===== src/rtl/spi_cmd_decoder_pkg.sv =====
// Shared types for the SPI command decoder: frame addresses, command opcodes
// and the command record carried through the command FIFO.
package spi_cmd_pkg;

  localparam logic [3:0] ADDR_NOP     = 4'h0;
  localparam logic [3:0] ADDR_CTRL    = 4'h1;
  localparam logic [3:0] ADDR_DROP    = 4'h2;
  localparam logic [3:0] ADDR_STEPCNT = 4'h3;
  localparam logic [3:0] ADDR_CLEAR   = 4'h4;
  localparam logic [3:0] ADDR_STEP    = 4'h5;
  localparam logic [3:0] ADDR_ID      = 4'hA;
  localparam logic [3:0] ADDR_CLRERR  = 4'hF;

  typedef enum logic [1:0] {
    OP_DROP  = 2'd0,
    OP_CLEAR = 2'd1,
    OP_STEP  = 2'd2,
    OP_RSVD  = 2'd3
  } cmd_op_e;

  typedef struct packed {
    cmd_op_e     op;
    logic [11:0] arg;
  } cmd_t;

  function automatic cmd_t make_cmd(input cmd_op_e op, input logic [11:0] arg);
    cmd_t c;
    c.op  = op;
    c.arg = arg;
    return c;
  endfunction

endpackage


===== src/rtl/spi_cmd_decoder_cmd_fifo.sv =====
// Small synchronous FIFO of cmd_t records. A push into a full FIFO is only
// taken when a pop happens in the same cycle; the caller sees full to flag loss.
module cmd_fifo
  import spi_cmd_pkg::*;
#(
  parameter int DEPTH = 2
) (
  input  logic sys_clock,
  input  logic rst_n,
  input  logic push,
  input  cmd_t push_data,
  input  logic pop,
  output cmd_t head,
  output logic empty,
  output logic full
);

  localparam int PTR_W = (DEPTH > 1) ? $clog2(DEPTH) : 1;
  localparam int CNT_W = $clog2(DEPTH + 1);

  cmd_t             mem_q [DEPTH];
  cmd_t             mem_d [DEPTH];
  logic [PTR_W-1:0] wr_ptr_q, wr_ptr_d;
  logic [PTR_W-1:0] rd_ptr_q, rd_ptr_d;
  logic [CNT_W-1:0] count_q, count_d;
  logic             do_push;
  logic             do_pop;

  assign empty   = (count_q == '0);
  assign full    = (count_q == CNT_W'(DEPTH));
  assign do_pop  = pop & ~empty;
  assign do_push = push & (~full | do_pop);

  // The head reads as all-zero while empty so the core never sees stale data.
  assign head = empty ? '0 : mem_q[rd_ptr_q];

  always_comb begin
    mem_d    = mem_q;
    wr_ptr_d = wr_ptr_q;
    rd_ptr_d = rd_ptr_q;
    count_d  = count_q;
    if (do_push) begin
      mem_d[wr_ptr_q] = push_data;
      wr_ptr_d        = wr_ptr_q + PTR_W'(1);
    end
    if (do_pop) begin
      rd_ptr_d = rd_ptr_q + PTR_W'(1);
    end
    case ({do_push, do_pop})
      2'b10:   count_d = count_q + CNT_W'(1);
      2'b01:   count_d = count_q - CNT_W'(1);
      default: count_d = count_q;
    endcase
  end

  always_ff @(posedge sys_clock) begin
    if (!rst_n) begin
      for (int i = 0; i < DEPTH; i++) begin
        mem_q[i] <= '0;
      end
      wr_ptr_q <= '0;
      rd_ptr_q <= '0;
      count_q  <= '0;
    end else begin
      mem_q    <= mem_d;
      wr_ptr_q <= wr_ptr_d;
      rd_ptr_q <= rd_ptr_d;
      count_q  <= count_d;
    end
  end

endmodule


===== src/rtl/spi_cmd_decoder.sv =====
// Decodes completed SPI frames once each into register writes or queued core
// commands. Defining SPI_FRAME_CNT_EN adds the frame_count port and counter.
module spi_cmd_decoder
  import spi_cmd_pkg::*;
#(
  parameter int CMD_DEPTH = 2,
  parameter int GRID_BITS = 6
) (
  input  logic        sys_clock,
  input  logic        rst_n,
  input  logic [3:0]  spi_address,
  input  logic [11:0] spi_data,
  input  logic        spi_is_ready,
  output logic [11:0] ctrl_reg,
  output logic [11:0] step_target,
  output logic        cmd_valid,
  input  logic        cmd_ready,
  output logic [1:0]  cmd_op,
  output logic [11:0] cmd_arg,
  output logic        err_overflow,
  output logic        err_bad_addr
`ifdef SPI_FRAME_CNT_EN
  ,
  output logic [7:0]  frame_count
`endif
);

  localparam int          ARG_BITS = 2 * GRID_BITS;
  localparam logic [11:0] ARG_MASK = 12'((1 << ARG_BITS) - 1);

  logic        rdy_q, rdy_d;
  logic [11:0] ctrl_q, ctrl_d;
  logic [11:0] step_q, step_d;
  logic        err_ovf_q, err_ovf_d;
  logic        err_bad_q, err_bad_d;
  logic        accept;
  logic        push;
  cmd_t        push_cmd;
  logic        pop;
  logic        overflow;
  logic        set_bad;
  logic        clr_err;
  cmd_t        head;
  logic        fifo_empty;
  logic        fifo_full;

  // The ready level stays high until SS rises, so only its rising edge counts.
  assign rdy_d  = spi_is_ready;
  assign accept = spi_is_ready & ~rdy_q;

  always_comb begin
    ctrl_d   = ctrl_q;
    step_d   = step_q;
    push     = 1'b0;
    push_cmd = '0;
    set_bad  = 1'b0;
    clr_err  = 1'b0;
    if (accept) begin
      case (spi_address)
        ADDR_NOP, ADDR_ID: begin
        end
        ADDR_CTRL:    ctrl_d = spi_data;
        ADDR_STEPCNT: step_d = spi_data;
        ADDR_DROP: begin
          push     = 1'b1;
          push_cmd = make_cmd(OP_DROP, spi_data & ARG_MASK);
        end
        ADDR_CLEAR: begin
          push     = 1'b1;
          push_cmd = make_cmd(OP_CLEAR, 12'h000);
        end
        ADDR_STEP: begin
          // Single steps are only meaningful in step mode; otherwise drop quietly.
          if (ctrl_q[1]) begin
            push     = 1'b1;
            push_cmd = make_cmd(OP_STEP, 12'h000);
          end
        end
        ADDR_CLRERR:  clr_err = 1'b1;
        default:      set_bad = 1'b1;
      endcase
    end
  end

  assign pop      = ~fifo_empty & cmd_ready;
  assign overflow = push & fifo_full & ~pop;

  // Clearing happens first so that a simultaneous new error still sticks.
  always_comb begin
    err_ovf_d = clr_err ? 1'b0 : err_ovf_q;
    err_bad_d = clr_err ? 1'b0 : err_bad_q;
    if (overflow) err_ovf_d = 1'b1;
    if (set_bad)  err_bad_d = 1'b1;
  end

  always_ff @(posedge sys_clock) begin
    if (!rst_n) begin
      rdy_q     <= 1'b0;
      ctrl_q    <= '0;
      step_q    <= '0;
      err_ovf_q <= 1'b0;
      err_bad_q <= 1'b0;
    end else begin
      rdy_q     <= rdy_d;
      ctrl_q    <= ctrl_d;
      step_q    <= step_d;
      err_ovf_q <= err_ovf_d;
      err_bad_q <= err_bad_d;
    end
  end

  cmd_fifo #(
    .DEPTH(CMD_DEPTH)
  ) u_cmd_fifo (
    .sys_clock (sys_clock),
    .rst_n     (rst_n),
    .push      (push),
    .push_data (push_cmd),
    .pop       (pop),
    .head      (head),
    .empty     (fifo_empty),
    .full      (fifo_full)
  );

`ifdef SPI_FRAME_CNT_EN
  logic [7:0] frame_cnt_q, frame_cnt_d;

  assign frame_cnt_d = accept ? frame_cnt_q + 8'd1 : frame_cnt_q;

  always_ff @(posedge sys_clock) begin
    if (!rst_n) begin
      frame_cnt_q <= '0;
    end else begin
      frame_cnt_q <= frame_cnt_d;
    end
  end

  assign frame_count = frame_cnt_q;
`endif

  assign ctrl_reg     = ctrl_q;
  assign step_target  = step_q;
  assign cmd_valid    = ~fifo_empty;
  assign cmd_op       = head.op;
  assign cmd_arg      = head.arg;
  assign err_overflow = err_ovf_q;
  assign err_bad_addr = err_bad_q;

endmodule


===== config.mk =====
export PLATFORM = sky130hd
export DESIGN_NAME = spi_cmd_decoder
export DESIGN_NICKNAME = d
export VERILOG_FILES = /design/src/rtl/spi_cmd_decoder_pkg.sv /design/src/rtl/spi_cmd_decoder_cmd_fifo.sv /design/src/rtl/spi_cmd_decoder.sv
export SDC_FILE = /design/constraint.sdc
export NUM_CORES = 1
export LEC_CHECK = 0
export CAP_MARGIN = 20
export CORE_MARGIN = 2
export CORE_UTILIZATION = 47
export CTS_BUF_LIST = sky130_fd_sc_hd__clkbuf_2 sky130_fd_sc_hd__clkbuf_4 sky130_fd_sc_hd__clkbuf_8
export CTS_CLUSTER_SIZE = 30
export DETAILED_ROUTE_END_ITERATION = 16
export PLACE_DENSITY_LB_ADDON = 0.25
export SYNTH_ARGS = -nofsm -noshare
export SYNTH_HDL_FRONTEND = slang
export SYNTH_HIERARCHICAL = 1
export SYNTH_SLANG_ARGS = --single-unit

===== constraint.sdc =====
create_clock -name sys_clock -period 2.4 [get_ports sys_clock]
set_input_delay 0.6 -clock sys_clock [delete_from_list [all_inputs] [get_ports sys_clock]]
set_output_delay 0.6 -clock sys_clock [all_outputs]
set_load 0.01 [all_outputs]

### Word-level counts from Yosys, hierarchy flattened

Cells that the tools add are included.

| cells by class | value |
|---|---|
| add/subtract/negate cells | 4 |
| reductions and logical operators | 10 |
| bitwise gates (word level) | 13 |
| $lt $le $gt $ge | 3 |
| muxes and demuxes | 21 |
| eq/ne operators | 10 |

Operators by type and width:

| cell | number |
|---|---|
| 2-to-1 mux 14 bit | 7 |
| case mux 14 bit (3 select lines) | 1 |
| bitwise mux 28 bit | 1 |
| demux 14 bit (select 1 bit) | 1 |
| 2-to-1 mux 1 bit | 9 |
| equality test 4 x 2 -> 1 bit, second input constant | 2 |
| equality test 4 x 3 -> 1 bit, second input constant | 2 |
| equality test 4 bit, second input constant | 2 |
| OR reduction 8 bit | 1 |
| AND 1 bit | 6 |
| nonzero test 2 bit | 3 |
| equality test 2 bit, second input constant | 2 |
| equality test 4 x 1 -> 1 bit, second input constant | 1 |
| greater-or-equal comparator 2 bit, second input constant | 2 |
| zero test 4 bit | 1 |
| NOT 1 bit | 4 |
| NOT 1 -> 2 bit | 2 |
| case mux 2 bit (2 select lines) | 1 |
| AND reduction 2 bit | 2 |
| adder 1 bit, second input constant | 2 |
| adder 2 x 1 -> 2 bit, second input constant | 1 |
| equality test 2 x 1 -> 1 bit, second input constant | 1 |
| zero test 2 bit | 1 |
| less-than comparator 2 x 1 -> 1 bit, second input constant | 1 |
| 5 further kinds | 5 |

| word-level totals | value |
|---|---|
| register bits after elaboration | 59 |
| input port bits | 20 |
| logic and storage cells | 73 |

### Depth between registers and ports, before layout

Gate-level depths: netlist (run 1).

| depth | value |
|---|---|
| depth in word-level cells | 8 |
| gate-level depth with buffers | 9 |
| depth with buffers taken out | 9 |

### Hierarchy

The synthesis (run 1) kept the hierarchy.

By module, submodules not included:

| module | area each (sq um) | cells an instance | instances | sequential area each (sq um) |
|---|---|---|---|---|
| cmd_fifo | 1502.7 | 161 | 1 | 640.6 |
| spi_cmd_decoder | 1198.6 | 118 | 1 | 540.5 |

### Least setup slack after synthesis (run 1)

Ideal clock, no wire load.

| timing path | value |
|---|---|
| path kind | reg2reg |
| from | register u_cmd_fifo.count_q[0] |
| to | register u_cmd_fifo.count_q[1] |
| arrival time | 2289 ps |
| setup time | 76 ps |
| setup slack | 36 ps |
| cell stages (with the launch flop) | 9 |
| clock period less this slack | 2364 ps |
| required time | 2324 ps |
| cells stage by stage | dfxtp_1 > nor2_1 > clkbuf_1 > nor2b_1 > or3b_4 > nand2_1 > ha_1 > or3_2 > a21boi_0 |

| on the way | value |
|---|---|
| cells in the longest elaborated chain, start to end | 8 |
| elaborated cells on any way between the ends | 14 |

RTL lines:

| item | RTL line | RTL |
|---|---|---|
| start, declared | spi_cmd_decoder_cmd_fifo.sv:25 | `logic [CNT_W-1:0] count_q, count_d;` |
| start signal, assigned | spi_cmd_decoder_cmd_fifo.sv:68 | `count_q <= count_d;` |
| zero test 2 bit * | spi_cmd_decoder_cmd_fifo.sv:29 | `assign empty = (count_q == '0);` |
| net fifo_empty | spi_cmd_decoder.sv:44 | `logic fifo_empty;` |
| NOT 1 bit * | spi_cmd_decoder.sv:85 | `assign pop = ~fifo_empty & cmd_ready;` |
| AND 1 bit * | spi_cmd_decoder.sv:85 |  |
| net pop | spi_cmd_decoder.sv:39 | `logic pop;` |
| AND 1 bit * | spi_cmd_decoder_cmd_fifo.sv:31 | `assign do_pop = pop & ~empty;` |
| bitwise OR 1 bit | spi_cmd_decoder_cmd_fifo.sv:32 | `assign do_push = push & (~full \| do_pop);` |
| AND 1 bit | spi_cmd_decoder_cmd_fifo.sv:32 |  |
| equality test 2 x 1 -> 1 bit / equality test 2 bit (equally long branches) | spi_cmd_decoder_cmd_fifo.sv:49 | `case ({do_push, do_pop})` |
| case mux 2 bit (2 select lines) / nonzero test 2 bit (equally long branches) | - |  |

Mark *: on every way through the listed nets, which the timed path passes. The rest lies on a longest branch.
A chain may end at the register's enable or synchronous reset.

### Worst setup path in the final report (run 1)

| timing path | value |
|---|---|
| from | register u_cmd_fifo.rd_ptr_q |
| to | output port cmd_arg[9] |

| on the way | value |
|---|---|
| cells in the longest elaborated chain, start to end | 5 |

RTL lines:

| item | RTL line | RTL |
|---|---|---|
| start, declared | spi_cmd_decoder_cmd_fifo.sv:24 | `logic [PTR_W-1:0] rd_ptr_q, rd_ptr_d;` |
| start signal, assigned | spi_cmd_decoder_cmd_fifo.sv:67 | `rd_ptr_q <= rd_ptr_d;` |
| NOT 1 -> 2 bit (implied by the code) | spi_cmd_decoder_cmd_fifo.sv:35 | `assign head = empty ? '0 : mem_q[rd_ptr_q];` |
| 2-to-1 mux 14 bit (implied by the code) (3 in a row) | spi_cmd_decoder_cmd_fifo.sv:35 |  |
| 2-to-1 mux 14 bit | spi_cmd_decoder_cmd_fifo.sv:35 |  |
| end, declared | spi_cmd_decoder.sv:19 | `output logic [11:0] cmd_arg,` |

Every way passes these cells. The select of a mux whose other input is x is not followed.

==> reports/results.txt, run 1 <==
The flow ran to the end, and the final reports show no timing, DRC or antenna violations. Post-placement worst setup slack: -520 ps. The tightest hold path in the finished design has a slack of 454 ps. Worst clock skew: 9.17 ps. Entering global routing, the biggest net connects 35 pins.

The total count of hold-check failures in the final report was 0. The logs give 2,182 for the number of global-route vias before repair and 6 for the number of warning messages in the yosys log. The static leakage was 1.38 nW; the distinct cell type count of the synthesized netlist was 32. The tree built by TritonCTS fans out to 59 sinks. The H-tree was split into 3 levels. The count of pins over their slew limit is 0, and the setup fix buffers added after clock tree synthesis is 0.

The number of antenna diodes in the final layout is 0. The worst setup path is captured at a primary output. TritonCTS built the clock tree.

Across the run, the number of max-cap violations was 0. In this run the core area contains 27 standard-cell rows. Of all nets on the critical path, the largest fanout is 14. The area overhead of the layout relative to synthesis is 37.8%, and the detailed-router iteration count before antenna repair is 4. The run gives 0.809 as the worst-case headroom to the max-slew limit. The residual DRC count came out at 0.

The first global-routing pass estimated 9.81 mm of wire. The post-synthesis register bit count was 59. Setup repair after global routing could not meet its margin everywhere. The number of buffers inserted during clock tree synthesis was 9; the setup TNS after final layout was 0 ps.

Dividing total power by cell area gives a power density of 553 nW/µm². Maximum clock rate: 433 MHz. The count of input and output buffers works out to 60. The floorplan core area was 5540 µm². The overall global routing resource usage came out at 0.198. At the pin with the least slew margin, the transition time is 287 ps. Routability-driven placement finished with a final weighted congestion of 0.805.

Measured along the y axis, the die boundary spans 79.8 µm. The tree is rooted in a sky130_fd_sc_hd__clkbuf_8. Summing over every cut layer, the via total after detailed routing is 2,136.

The kind of path behind the tightest hold check is register to register. Counting every instance in the synthesized netlist gives 279. Summing every instance area after synthesis gives 2700 µm². The clock latency of the later-clocked register in the worst-skew pair was 330 ps; the remaining global-route overflow was 0. In the final design database the tool counted 375 nets. The average vias per placed instance is 4.96, and the I/O pin total is 61. Across all setup checks in the final design, the least slack found is 89.3 ps. STA classifies the critical path startpoint as a register.

Averaged over all synthesized cells, the footprint is 9.68 µm². The register with the most flip-flops in the layout has 28 of them. The synthesized net count is 300, and the wire length after detailed routing is 5.74 mm.

After clock tree synthesis, the clock-pin slew on the worst setup and hold paths is 70 ps. The portion of the post-synthesis area used by sequential elements was 0.437. Once detail routing completed, the nets flagged for antenna violations numbered 0.

The half-perimeter wire length after placement was 3.98 mm. Layout cell share with drive strength beyond 1: 0.134. For the buffer levels on the longest clock path, the log shows 2. The ratio of final minimum period to clock period was 0.963; the initial antenna violation count was 0. The worst-case vdd ir drop was 0.349 mV. The critical path start-end classification was register to primary output.

After detailed routing, the average wire length per cell comes to 13.3 µm. The logs give 1710 ps for the arrival time at the worst endpoint and 0.672 for the utilization after layout. The first routing iteration left 87 violations. The floorplan step defined a die boundary enclosing 6370 µm².

The starting density of the core is 0.488, and the post-route minimum period is 2310 ps. From left edge to right edge, the die measures 79.8 µm. Setup violations remaining at the end of the flow were counted as 0. At the worst endpoint, the required time is 1800 ps.
stage by stage:
stage | total power, mW | instance area [µm²] | cells
6_report | 2.06 | 3720 | 431
5_1_grt | 2.15 | 3720 | 431
4_1_cts | 2.08 | 3700 | 431
3_5_place_dp | 1.16 | 3480 | 415
3_3_place_gp | 1.15 | 3480 | 415
2_1_floorplan | 1.08 | 2700 | 279
what timing repair did:
| item | 4_1_cts | 5_1_grt |
|---|---|---|
| endpoints found under the setup margin | 1 | 12 |
| cloned | 0 | 0 |
| pin swaps | 0 | 1 |
| gates resized for setup | 3 | 7 |
| hold buffers | 0 | 0 |
path summary, 6_finish.rpt:
check	from	cells past startpoint	slack, ps	endpoint
worst min-delay path	u_cmd_fifo/mem_q[4]	2	450	u_cmd_fifo/mem_q[4]
worst min register to register	u_cmd_fifo/mem_q[4]	2	450	u_cmd_fifo/mem_q[4]
worst max-delay path	u_cmd_fifo/rd_ptr_q	4	90	cmd_arg[9]
worst max register to register	rdy_q	10	360	u_cmd_fifo/count_q[1]
routing by layer:
metal,GRT usage,share of wire,vias up
met3,0.0622,0.063,8
met5,0,0,-
met2,0.303,0.45,51
met4,0.0898,0.015,0
li1,-,-,1072
met1,0.255,0.47,1005
logic make-up after synthesis:
| family | after synthesis | synth area share |
|---|---|---|
| AOI/OAI and AO/OA | 10 | 0.0241 |
| xor gates and xnor gates | 3 | 0.00973 |
| adders and majority gates | 1 | 0.00463 |
| buffers and inverters | 23 | 0.0547 |
| DFF | 59 | 0.437 |
| muxes | 66 | 0.245 |
| and+or+nand+nor | 117 | 0.225 |
where the power goes:
group	leakage [nW]	total (mW)	internal, mW	switching, mW
Clock	0.110	0.921	0.546	0.375
Sequential	0.476	0.992	0.987	0.00487
Combinational	0.791	0.145	0.0781	0.0671
layout by cell type (no fill, tap or decap), types with 4 or more instances in the layout:
cell type | Yosys | routed
sky130_fd_sc_hd__nor2b_1 | 26 | 26
sky130_fd_sc_hd__mux2i_1 | 66 | 66
sky130_fd_sc_hd__clkdlybuf4s50_1 | 0 | 55
sky130_fd_sc_hd__nor2_1 | 16 | 16
sky130_fd_sc_hd__inv_1 | 5 | 5
sky130_fd_sc_hd__dfxtp_1 | 59 | 58
sky130_fd_sc_hd__buf_4 | 1 | 18
sky130_fd_sc_hd__clkbuf_8 | 0 | 11
sky130_fd_sc_hd__nand2_1 | 45 | 45
sky130_fd_sc_hd__buf_12 | 2 | 4
sky130_fd_sc_hd__and2_1 | 15 | 15
worst max-delay path, cell delays in order, from the launching register on:
cell	delay, ps
sky130_fd_sc_hd__dfxtp_1	400
sky130_fd_sc_hd__buf_12	190
sky130_fd_sc_hd__mux2i_1	260
sky130_fd_sc_hd__nor2_1	60
sky130_fd_sc_hd__clkdlybuf4s50_1	470
final cells by class:
| type | instances | area, µm² |
|---|---|---|
| timing repair buffer | 82 | 817 |
| sequential | 59 | 1180 |
| tap | 72 | 90.1 |
| clock inverter | 4 | 48.8 |
| inverter | 5 | 18.8 |
| multi-input combinational | 197 | 1410 |
| clock buffer | 12 | 159 |
| fill | 460 | 1820 |
synthesized netlist by cell type:
master | count | area share
sky130_fd_sc_hd__mux2i_1 | 66 | 0.24
sky130_fd_sc_hd__dfxtp_1 | 59 | 0.44
sky130_fd_sc_hd__nand2_1 | 45 | 0.063
sky130_fd_sc_hd__nor2b_1 | 26 | 0.060
sky130_fd_sc_hd__nor2_1 | 16 | 0.022
sky130_fd_sc_hd__and2_1 | 15 | 0.035
sky130_fd_sc_hd__clkbuf_1 | 10 | 0.014
sky130_fd_sc_hd__inv_1 | 5 | 0.0069
sky130_fd_sc_hd__buf_6 | 3 | 0.013
sky130_fd_sc_hd__nand2b_1 | 3 | 0.0069
sky130_fd_sc_hd__o21ai_0 | 3 | 0.0056
sky130_fd_sc_hd__xnor2_1 | 3 | 0.0097
sky130_fd_sc_hd__a21boi_0 | 2 | 0.0056
sky130_fd_sc_hd__a21oi_1 | 2 | 0.0037
sky130_fd_sc_hd__and3_1 | 2 | 0.0046
sky130_fd_sc_hd__buf_12 | 2 | 0.015
sky130_fd_sc_hd__buf_2 | 2 | 0.0037
sky130_fd_sc_hd__a22o_1 | 1 | 0.0032
sky130_fd_sc_hd__and2b_2 | 1 | 0.0032
sky130_fd_sc_hd__and3b_1 | 1 | 0.0032
sky130_fd_sc_hd__buf_4 | 1 | 0.0028
sky130_fd_sc_hd__ha_1 | 1 | 0.0046
sky130_fd_sc_hd__nand2b_4 | 1 | 0.0051
sky130_fd_sc_hd__nand4_1 | 1 | 0.0023
sky130_fd_sc_hd__nor4_1 | 1 | 0.0023
sky130_fd_sc_hd__nor4_2 | 1 | 0.0046
sky130_fd_sc_hd__nor4b_1 | 1 | 0.0032
sky130_fd_sc_hd__o21a_1 | 1 | 0.0028
sky130_fd_sc_hd__o32ai_1 | 1 | 0.0032
sky130_fd_sc_hd__or3_2 | 1 | 0.0028
sky130_fd_sc_hd__or3b_4 | 1 | 0.0042
sky130_fd_sc_hd__or4_1 | 1 | 0.0028
Note: power is estimated with default switching activity, not from simulation.
==> inputs of run 2 (changes only) <==
--- a/config.mk
+++ b/config.mk
@@ -11,6 +11,7 @@
 export CTS_BUF_LIST = sky130_fd_sc_hd__clkbuf_2 sky130_fd_sc_hd__clkbuf_4 sky130_fd_sc_hd__clkbuf_8
 export CTS_CLUSTER_SIZE = 30
 export DETAILED_ROUTE_END_ITERATION = 16
+export HOLD_SLACK_MARGIN = 0.1
 export PLACE_DENSITY_LB_ADDON = 0.25
 export SYNTH_ARGS = -nofsm -noshare
 export SYNTH_HDL_FRONTEND = slang
==> results of run 2 <==
Same layout as run 1: the final DEF is identical, and so are final timing and power.
==> inputs of run 3 (changes only) <==
--- a/config.mk
+++ b/config.mk
@@ -12,6 +12,7 @@
 export CTS_CLUSTER_SIZE = 30
 export DETAILED_ROUTE_END_ITERATION = 16
 export HOLD_SLACK_MARGIN = 0.1
+export MAX_ROUTING_LAYER = met4
 export PLACE_DENSITY_LB_ADDON = 0.25
 export SYNTH_ARGS = -nofsm -noshare
 export SYNTH_HDL_FRONTEND = slang
==> reports/results.txt, run 3 (same netlist as run 1, synthesis figures left out) <==
The tools report the clock network power share as 0.447 (about the same). The logs give 6370 µm² (unchanged) for the area of the die and 0.808 (about the same) for the worst-case headroom to the max-slew limit. The vertical die dimension is 79.8 µm (unchanged).

Overall power after layout: 2.06 mW (about the same). The tools report the count of antenna diodes in the layout as 0 (unchanged). The logs give 1.38 nW (unchanged) for the static leakage and 61 (unchanged) for the I/O pin total. STA classifies the critical path endpoint as a primary output. Total count of hold-check failures in the final report: 0 (unchanged). Setup repair after global routing could not meet its margin everywhere. For the total of max-cap violations, the log shows 0 (unchanged). The mean routed wirelength per cell is 13.3 µm (-0.19%), and the final setup violation count is 0 (unchanged). The number of flip-flops under the largest register name came out at 28 (unchanged). The run gives 3720 µm² (unchanged) as the post-route standard cell area excluding fillers. The tools report the wire length after detailed routing as 5.73 mm (-0.19%). The switching power summed over all nets is 0.447 mW (about the same), and the final-layout fill cell count is 460 (unchanged). The tools report the logic gate share of total power as 0.071 (about the same).

The TritonCTS sink count is 59 (unchanged), and the overall global routing resource usage is 0.204 (+0.00582). The number of nets in the layout was 375 (unchanged). In the layout the commonest cells are sky130_fd_sc_hd__mux2i_1, sky130_fd_sc_hd__dfxtp_1, sky130_fd_sc_hd__clkdlybuf4s50_1.

The half-perimeter wire length after placement is 3.98 mm (unchanged). The logs give 5540 µm² (unchanged) for the floorplan core area and 27 (unchanged) for the site row count. The count of input and output buffers was 60 (unchanged); the violation count after the first detailed-route iteration was 78 (-10%). The design internal power was 1.61 mW (unchanged); the starting density of the core was 0.488 (unchanged).

The register share of total power was 0.482 (about the same); the count of pins over their slew limit was 0 (unchanged). Smallest hold slack: 454 ps (+0.0120 ps). The total power density per cell area was 553 nW/µm² (about the same); the total cell area at the placement stage was 3480 µm² (unchanged). The setup TNS after final layout was 0 ps (unchanged); the area overhead of the layout relative to synthesis was 37.8% (unchanged). The worst hold path belongs to the class register to register. The root buffer cell is sky130_fd_sc_hd__clkbuf_8.

The maximum clock rate came out at 433 MHz (about the same). The post-route minimum period was 2310 ps (-0.714 ps); the worst setup margin was 90.1 ps (+0.714 ps). The run gives 0 (unchanged) as the setup fix buffers added after clock tree synthesis. Ratio of final minimum period to clock period: 0.962 (about the same).

The required time reported for the critical path endpoint is 1800 ps (about the same). The post-placement worst setup slack is -520 ps (unchanged). The largest net degree at the start of global routing is 35 (unchanged). The launching element type of the critical path is a register. The run gives 0 (unchanged) as the remaining global-route overflow.

In this run the worst setup path terminates at cmd_arg[9]. The number of H-tree branching levels is 3 (unchanged), and the worst-case vdd ir drop is 0.348 mV (-0.16%). The number of antenna-violating nets in the routed design was 0 (unchanged). The arrival time at the worst endpoint is 1710 ps (about the same). The average vias per placed instance came out at 4.95 (about the same).

The logs give 0 (unchanged) for the residual DRC count and 330 ps (about the same) for the clock latency of the later-clocked register in the worst-skew pair. The slack of the worst reg-to-reg path is 360 ps (about the same), and the post-CTS clock slew at the launch and capture registers of the worst setup and hold paths is 70 ps (about the same). The logs give 2,135 (-0.047%) for the total number of vias and 9 (unchanged) for the number of buffers inserted during clock tree synthesis.

The layout cell share with drive strength beyond 1 came out at 0.134 (unchanged). TritonCTS built the clock tree. The worst register-to-register path begins at rdy_q. The endpoint of the worst register-to-register path is u_cmd_fifo/count_q[1].

Detailed-router iteration count before antenna repair: 5 (+1). The number of global-route vias before repair is 2,174 (-0.37%), and the number of cells on the worst reg-to-reg path is 10 (unchanged). The origin of the worst setup path is u_cmd_fifo/rd_ptr_q. The final RePlAce weighted congestion was 0.816 (+1.4%). By startpoint and endpoint, the worst setup path is classified as register to primary output.

The switching share of power was 0.217 (about the same). Leaving out fill and tap cells, the most frequent cell in the layout is sky130_fd_sc_hd__mux2i_1. The tools report the initial antenna violation count as 0 (unchanged). The run finished with clean final reports. The wire length of the first global-routing pass is 9.84 mm (+0.29%).

The worst clock skew came out at 9.25 ps (+0.0867 ps). Actual slew at the worst max-slew pin: 288 ps (+0.898 ps). The highest net fanout along the worst path was 14 (unchanged); the floorplan die width was 79.8 µm (unchanged). The buffer levels on the longest clock path is 2 (unchanged).
==> run 3: metrics by stage <==
step | util | cells
floorplan | - | 279
global placement | 0.629 | 415
detailed placement | 0.629 | 415
CTS | 0.668 | 431
global route | 0.672 | 431
finish | 0.672 | 431
==> run 3: area by class of cell <==
type	count	area [µm²]	area share
flip-flops and latches	59	1180	0.318
clock buffers	12	159	0.0427
well taps	72	90.1	0.0242
inverters	5	18.8	0.00504
repair buffers	82	817	0.219
clock inverters	4	48.8	0.0131
multi-input cells	197	1410	0.378
==> run 3: power groups by stage <==
| stage | clock [mW] | combinational, mW | sequential, mW |
|---|---|---|---|
| floorplan | 0 | 0.0598 | 1.02 |
| global placement | 0 | 0.142 | 1.01 |
| detailed placement | 0 | 0.143 | 1.01 |
| CTS | 0.948 | 0.145 | 0.992 |
| global route | 0.998 | 0.159 | 0.992 |
| finish | 0.921 | 0.145 | 0.992 |
==> run 3: how the worst min path moves through the flow <==
stage	from	endpoint	slack, ps	cells after the start
floorplan	u_cmd_fifo/mem_q[14]	u_cmd_fifo/mem_q[14]	430	2
global placement	u_cmd_fifo/mem_q[4]	u_cmd_fifo/mem_q[4]	440	2
detailed placement	u_cmd_fifo/mem_q[22]	u_cmd_fifo/mem_q[22]	450	2
CTS	u_cmd_fifo/mem_q[4]	u_cmd_fifo/mem_q[4]	460	2
global route	u_cmd_fifo/mem_q[17]	u_cmd_fifo/mem_q[17]	480	2
finish	u_cmd_fifo/mem_q[4]	u_cmd_fifo/mem_q[4]	450	2
==> run 3: worst max-delay path: stages (launching register included) <==
cell	delay [ps]
sky130_fd_sc_hd__dfxtp_1	400
sky130_fd_sc_hd__buf_12	190
sky130_fd_sc_hd__mux2i_1	250
sky130_fd_sc_hd__nor2_1	60
sky130_fd_sc_hd__clkdlybuf4s50_1	470
==> run 3: routing by layer <==
layer	vias up	routed length (µm)	global-route usage
li1	1072	-	-
met1	1000	2740	0.258
met2	55	2550	0.304
met3	8	345	0.0566
met4	0	87	0.0898
met5	-	0	-
==> run 3: repair_timing <==
action / CTS / global route
resized for setup: 3 / 7
hold buffers: 0 / 0
pin swaps: 0 / 1
setup endpoints to repair: 1 / 12
==> edit 1, RTL diff (settings of run 1) <==
Build with the macro `SPI_FRAME_CNT_EN` defined.
--- a/src/rtl/spi_cmd_decoder.sv
+++ b/src/rtl/spi_cmd_decoder.sv
@@ -1,4 +1,6 @@
 // Decodes completed SPI frames once each into register writes or queued core
 // commands. Defining SPI_FRAME_CNT_EN adds the frame_count port and counter.
+`define SPI_FRAME_CNT_EN
+
 module spi_cmd_decoder
   import spi_cmd_pkg::*;
Check against the original RTL (old outputs only; new: frame_count): equivalent (Yosys induction, for registers that start in step).
==> edit 1 against run 1 <==
- sequential cell count rose by 8
- clock power up 7.7%
- power increased by 12%
- register-to-register slack got worse by 0.02 ns
- maximum frequency is 0.67% lower
- final area is 13% higher
- worst hold slack better by 0.0052 ns
- setup slack got worse by 0.015 ns
- via count rose by 12%
- area after synthesis is 16% higher
- routed wire length increased by 14%
- synthesized cell count rose by 14%
- critical path type unchanged
==> edit 1: results <==
INSERT INTO impl_metrics (metric_group, metric, value, unit) VALUES
('run_status', 'run_status', 'complete, no violations', ''),
('critical_path', 'critPathMaxFanout', '9', ''),
('critical_path', 'cp.arrival', '1.73', 'ns'),
('timing', 'timing.clock.skew', '0.00731', 'ns'),
('drt', 'detailedRoute.firstPassIterationCount', '5', ''),
('drt', 'drt-vias-per-instance', '4.97', ''),
('global_route', 'grt_usage', '18.5', '%'),
('logic_synthesis', 'postSynthAreaPerCell', '9.83', 'sq um'),
('finish', 'finish.net_count', '423', ''),
('global_route', 'grtUsageMet3', '5.49', '%'),
('pwr', 'leakage', '1.63', 'nW'),
('placement', 'placed_wire_length_estimate_after_detailed_placement', '4690', 'microns'),
('placement', 'pre_cts_slack', '-0.293', 'ns'),
('critical_path', 'timing.reg2reg.worst_path_depth', '7', ''),
('critical_path', 'max_stage_delay', '0.55', 'ns'),
('drt', 'detailroute.via_count', '2402', ''),
('timing', 'tightest_slew', '0.520', 'ns'),
('global_route', 'grt_util_met1', '24.1', '%'),
('global_route', 'grt_max_degree', '32', ''),
('logic_synthesis', 'synth.top_cells.by_count', 'sky130_fd_sc_hd__dfxtp_1 (67), sky130_fd_sc_hd__mux2i_1 (66), sky130_fd_sc_hd__nand2_1 (49), sky130_fd_sc_hd__nor2b_1 (25), sky130_fd_sc_hd__and2_1 (22)', '');
==> edit 1: through the flow <==
step,area [sq um],utilization [%]
final,4190,65.6
after global routing,4190,65.6
after CTS,4180,65.4
after detailed placement,3960,62.0
after global placement,3960,62.0
after floorplan,3140,-
==> edit 1: worst paths after layout <==
check	slack (ns)	from	end
setup / recovery	0.07	u_cmd_fifo/rd_ptr_q	cmd_arg[8]
hold / removal	0.46	u_cmd_fifo/mem_q[1]	u_cmd_fifo/mem_q[1]
setup reg to reg	0.34	u_cmd_fifo/count_q[1]	u_cmd_fifo/count_q[1]
hold reg to reg	0.46	u_cmd_fifo/mem_q[1]	u_cmd_fifo/mem_q[1]
==> edit 1: layout make-up <==
class                      count  area (sq um)
sequential                    67          1340
clock buffer                  13           173
inverter                       3          11.3
fill                         520          2200
tap                           77          96.3
timing repair buffer          92           883
multi-input combinational    228          1640
clock inverter                 3          45.0
==> edit 1: kinds of logic (layout without fill, tap and decap cells) <==
logic type | count (synthesis) | in the layout | synth area share (%)
compound gates | 13 | 13 | 2.71
mux | 66 | 66 | 21.1
simple gates | 137 | 137 | 24.6
fa+ha+maj | 2 | 2 | 0.798
buf+inv | 24 | 111 | 5.27
flops | 67 | 67 | 42.8
xor+xnor | 10 | 10 | 2.79
==> edit 1: power breakdown <==
part           internal [W]  switching [W]  leakage (nW)
registers           0.00112     0.00000895         0.542
logic             0.0000944      0.0000826         0.984
clock network      0.000577       0.000416         0.105
total               0.00179       0.000507          1.63
==> edit 1: worst max-delay path, delay by kind of cell (launching register included) <==
family | cells | cell delay [ns]
multiplexers | 1 | 0.11
AND/OR/NAND/NOR | 1 | 0.13
flip-flops | 1 | 0.37
buffers and inverters | 2 | 0.79
==> edit 1: timing repair <==
item	CTS	global route
gates resized for setup	1	4
pin swaps	0	0
endpoints found under the setup margin	12	14
==> edit 2, RTL diff (settings of run 1) <==
Made on the original files. Put one more register stage on the output `err_overflow`, cleared by the reset. The value now appears one clock later. The other outputs are not delayed to match.
--- a/src/rtl/spi_cmd_decoder.sv
+++ b/src/rtl/spi_cmd_decoder.sv
@@ -144,5 +144,11 @@
   assign cmd_op       = head.op;
   assign cmd_arg      = head.arg;
-  assign err_overflow = err_ovf_q;
+  always_ff @(posedge sys_clock) begin
+    if (!rst_n) begin
+      err_overflow <= '0;
+    end else begin
+      err_overflow <= err_ovf_q;
+    end
+  end
   assign err_bad_addr = err_bad_q;
 
Behaviour: not the same (a bounded check fails within 10 cycles, from zero or initial values and one cycle with rst_n low).
==> edit 2 against run 1 <==
- routed wire length grew 1.5%
- critical endpoint is now cmd_arg[6]
- critical path depth is the same
- sequential share of layout area grew 0.099 points
- highest routed layer unchanged
- power grew 1.7%
- setup slack gained 0.022 ns
- area after synthesis grew 1.3%
- final area grew 1.4%
- sequential cell count grew 1
==> edit 2: results <==
INSERT INTO impl_metrics (metric_group, metric, value, unit) VALUES
('run_status', 'run_status', 'complete, no violations', ''),
('placement', 'placed_wire_length_estimate_after_detailed_placement', '4150', 'microns'),
('logic_synthesis', 'synth.top_cells.by_count', 'sky130_fd_sc_hd__mux2i_1 (66), sky130_fd_sc_hd__dfxtp_1 (60), sky130_fd_sc_hd__nand2_1 (45), sky130_fd_sc_hd__nor2b_1 (26)', ''),
('timing', 'tightest_slew', '0.473', 'ns'),
('global_route', 'grt_max_degree', '29', ''),
('placement', 'postPlaceCellArea', '3520', 'sq um'),
('logic_synthesis', 'synth_seq_area_share', '43.9', '%'),
('drt', 'wirelength', '5820', 'microns'),
('critical_path', 'cp.arrival', '1.69', 'ns'),
('pwr', 'leakage', '1.40', 'nW'),
('logic_synthesis', 'ys_types', '34', ''),
('global_route', 'grt_usage', '19.3', '%'),
('critical_path', 'timing.reg2reg.worst_path_depth', '9', ''),
('drt', 'detailroute.via_count', '2101', ''),
('placement', 'gp_routability_congestion', '0.745', ''),
('finish', 'layout-drive-gt1-share', '14.4', '%'),
('critical_path', 'worstSetupStartpoint', 'u_cmd_fifo/count_q[1]', ''),
('cts', 'cts_repair_resize_count', '4', ''),
('drt', 'drt_iter0_markers', '84', ''),
('pwr', 'internal_power', '0.00163', 'W'),
('logic_synthesis', 'synth_fp_nets', '301', ''),
('pwr', 'worst_ir_drop_vdd', '314', 'uV'),
('timing', 'worst_slack', '0.111', 'ns'),
('critical_path', 'endpoint', 'cmd_arg[6]', ''),
('timing', 'timing.clock.skew', '0.00487', 'ns');
-- edit 2: kinds of logic after synthesis --
| logic type | after synthesis | share of synthesized area [%] |
|---|---|---|
| compound gates | 10 | 2.51 |
| xor+xnor | 3 | 0.960 |
| fa+ha+maj | 1 | 0.457 |
| buf+inv | 22 | 5.48 |
| flops | 60 | 43.9 |
| mux | 66 | 24.1 |
| simple gates | 118 | 22.6 |
-- edit 2: cell type report --
class / count / area [sq um]
clock inverters: 4 / 47.5
well taps: 72 / 90.1
repair buffers: 85 / 831
multi-input cells: 198 / 1430
fillers: 430 / 1800
flip-flops and latches: 60 / 1200
clock buffers: 12 / 159
inverters: 3 / 11.3
-- edit 2: worst min path at each step --
| stage | startpoint | endpoint | slack, ns | cells after the start |
|---|---|---|---|---|
| after floorplan | err_ovf_q | err_overflow | 0.42 | 1 |
| after global placement | u_cmd_fifo/mem_q[0] | u_cmd_fifo/mem_q[0] | 0.44 | 2 |
| after detailed placement | u_cmd_fifo/mem_q[13] | u_cmd_fifo/mem_q[13] | 0.45 | 2 |
| after CTS | u_cmd_fifo/mem_q[25] | u_cmd_fifo/mem_q[25] | 0.46 | 2 |
| after global routing | u_cmd_fifo/mem_q[26] | u_cmd_fifo/mem_q[26] | 0.48 | 2 |
| final | u_cmd_fifo/mem_q[1] | u_cmd_fifo/mem_q[1] | 0.46 | 2 |
-- edit 2: power by group through the flow --
stage	Combinational (W)	Clock, W	Sequential (W)
6_report	0.000153	0.000932	0.00101
2_1_floorplan	0.0000615	0	0.00103
5_1_grt	0.000165	0.000990	0.00101
3_3_place_gp	0.000146	0	0.00103
4_1_cts	0.000150	0.000954	0.00101
3_5_place_dp	0.000148	0	0.00103
-- edit 2: routing by layer --
layer,global-route usage [%],part of all wire (%)
met4,8.14,1.2
met5,0,0
met3,6.29,5.5
met1,25.2,49
met2,29.3,44
-- edit 2: worst max-delay path, stage by stage (launching register included) --
cell	delay, ns
sky130_fd_sc_hd__dfxtp_1	0.40
sky130_fd_sc_hd__nor2_1	0.10
sky130_fd_sc_hd__buf_4	0.16
sky130_fd_sc_hd__nor2_1	0.14
sky130_fd_sc_hd__clkdlybuf4s50_1	0.55
-- edit 2: through the flow --
stage / cells / TNS, ns
after floorplan: 280 / 0
after global placement: 418 / -5.30
after detailed placement: 418 / -8.43
after CTS: 434 / 0
after global routing: 434 / 0
final: 434 / 0
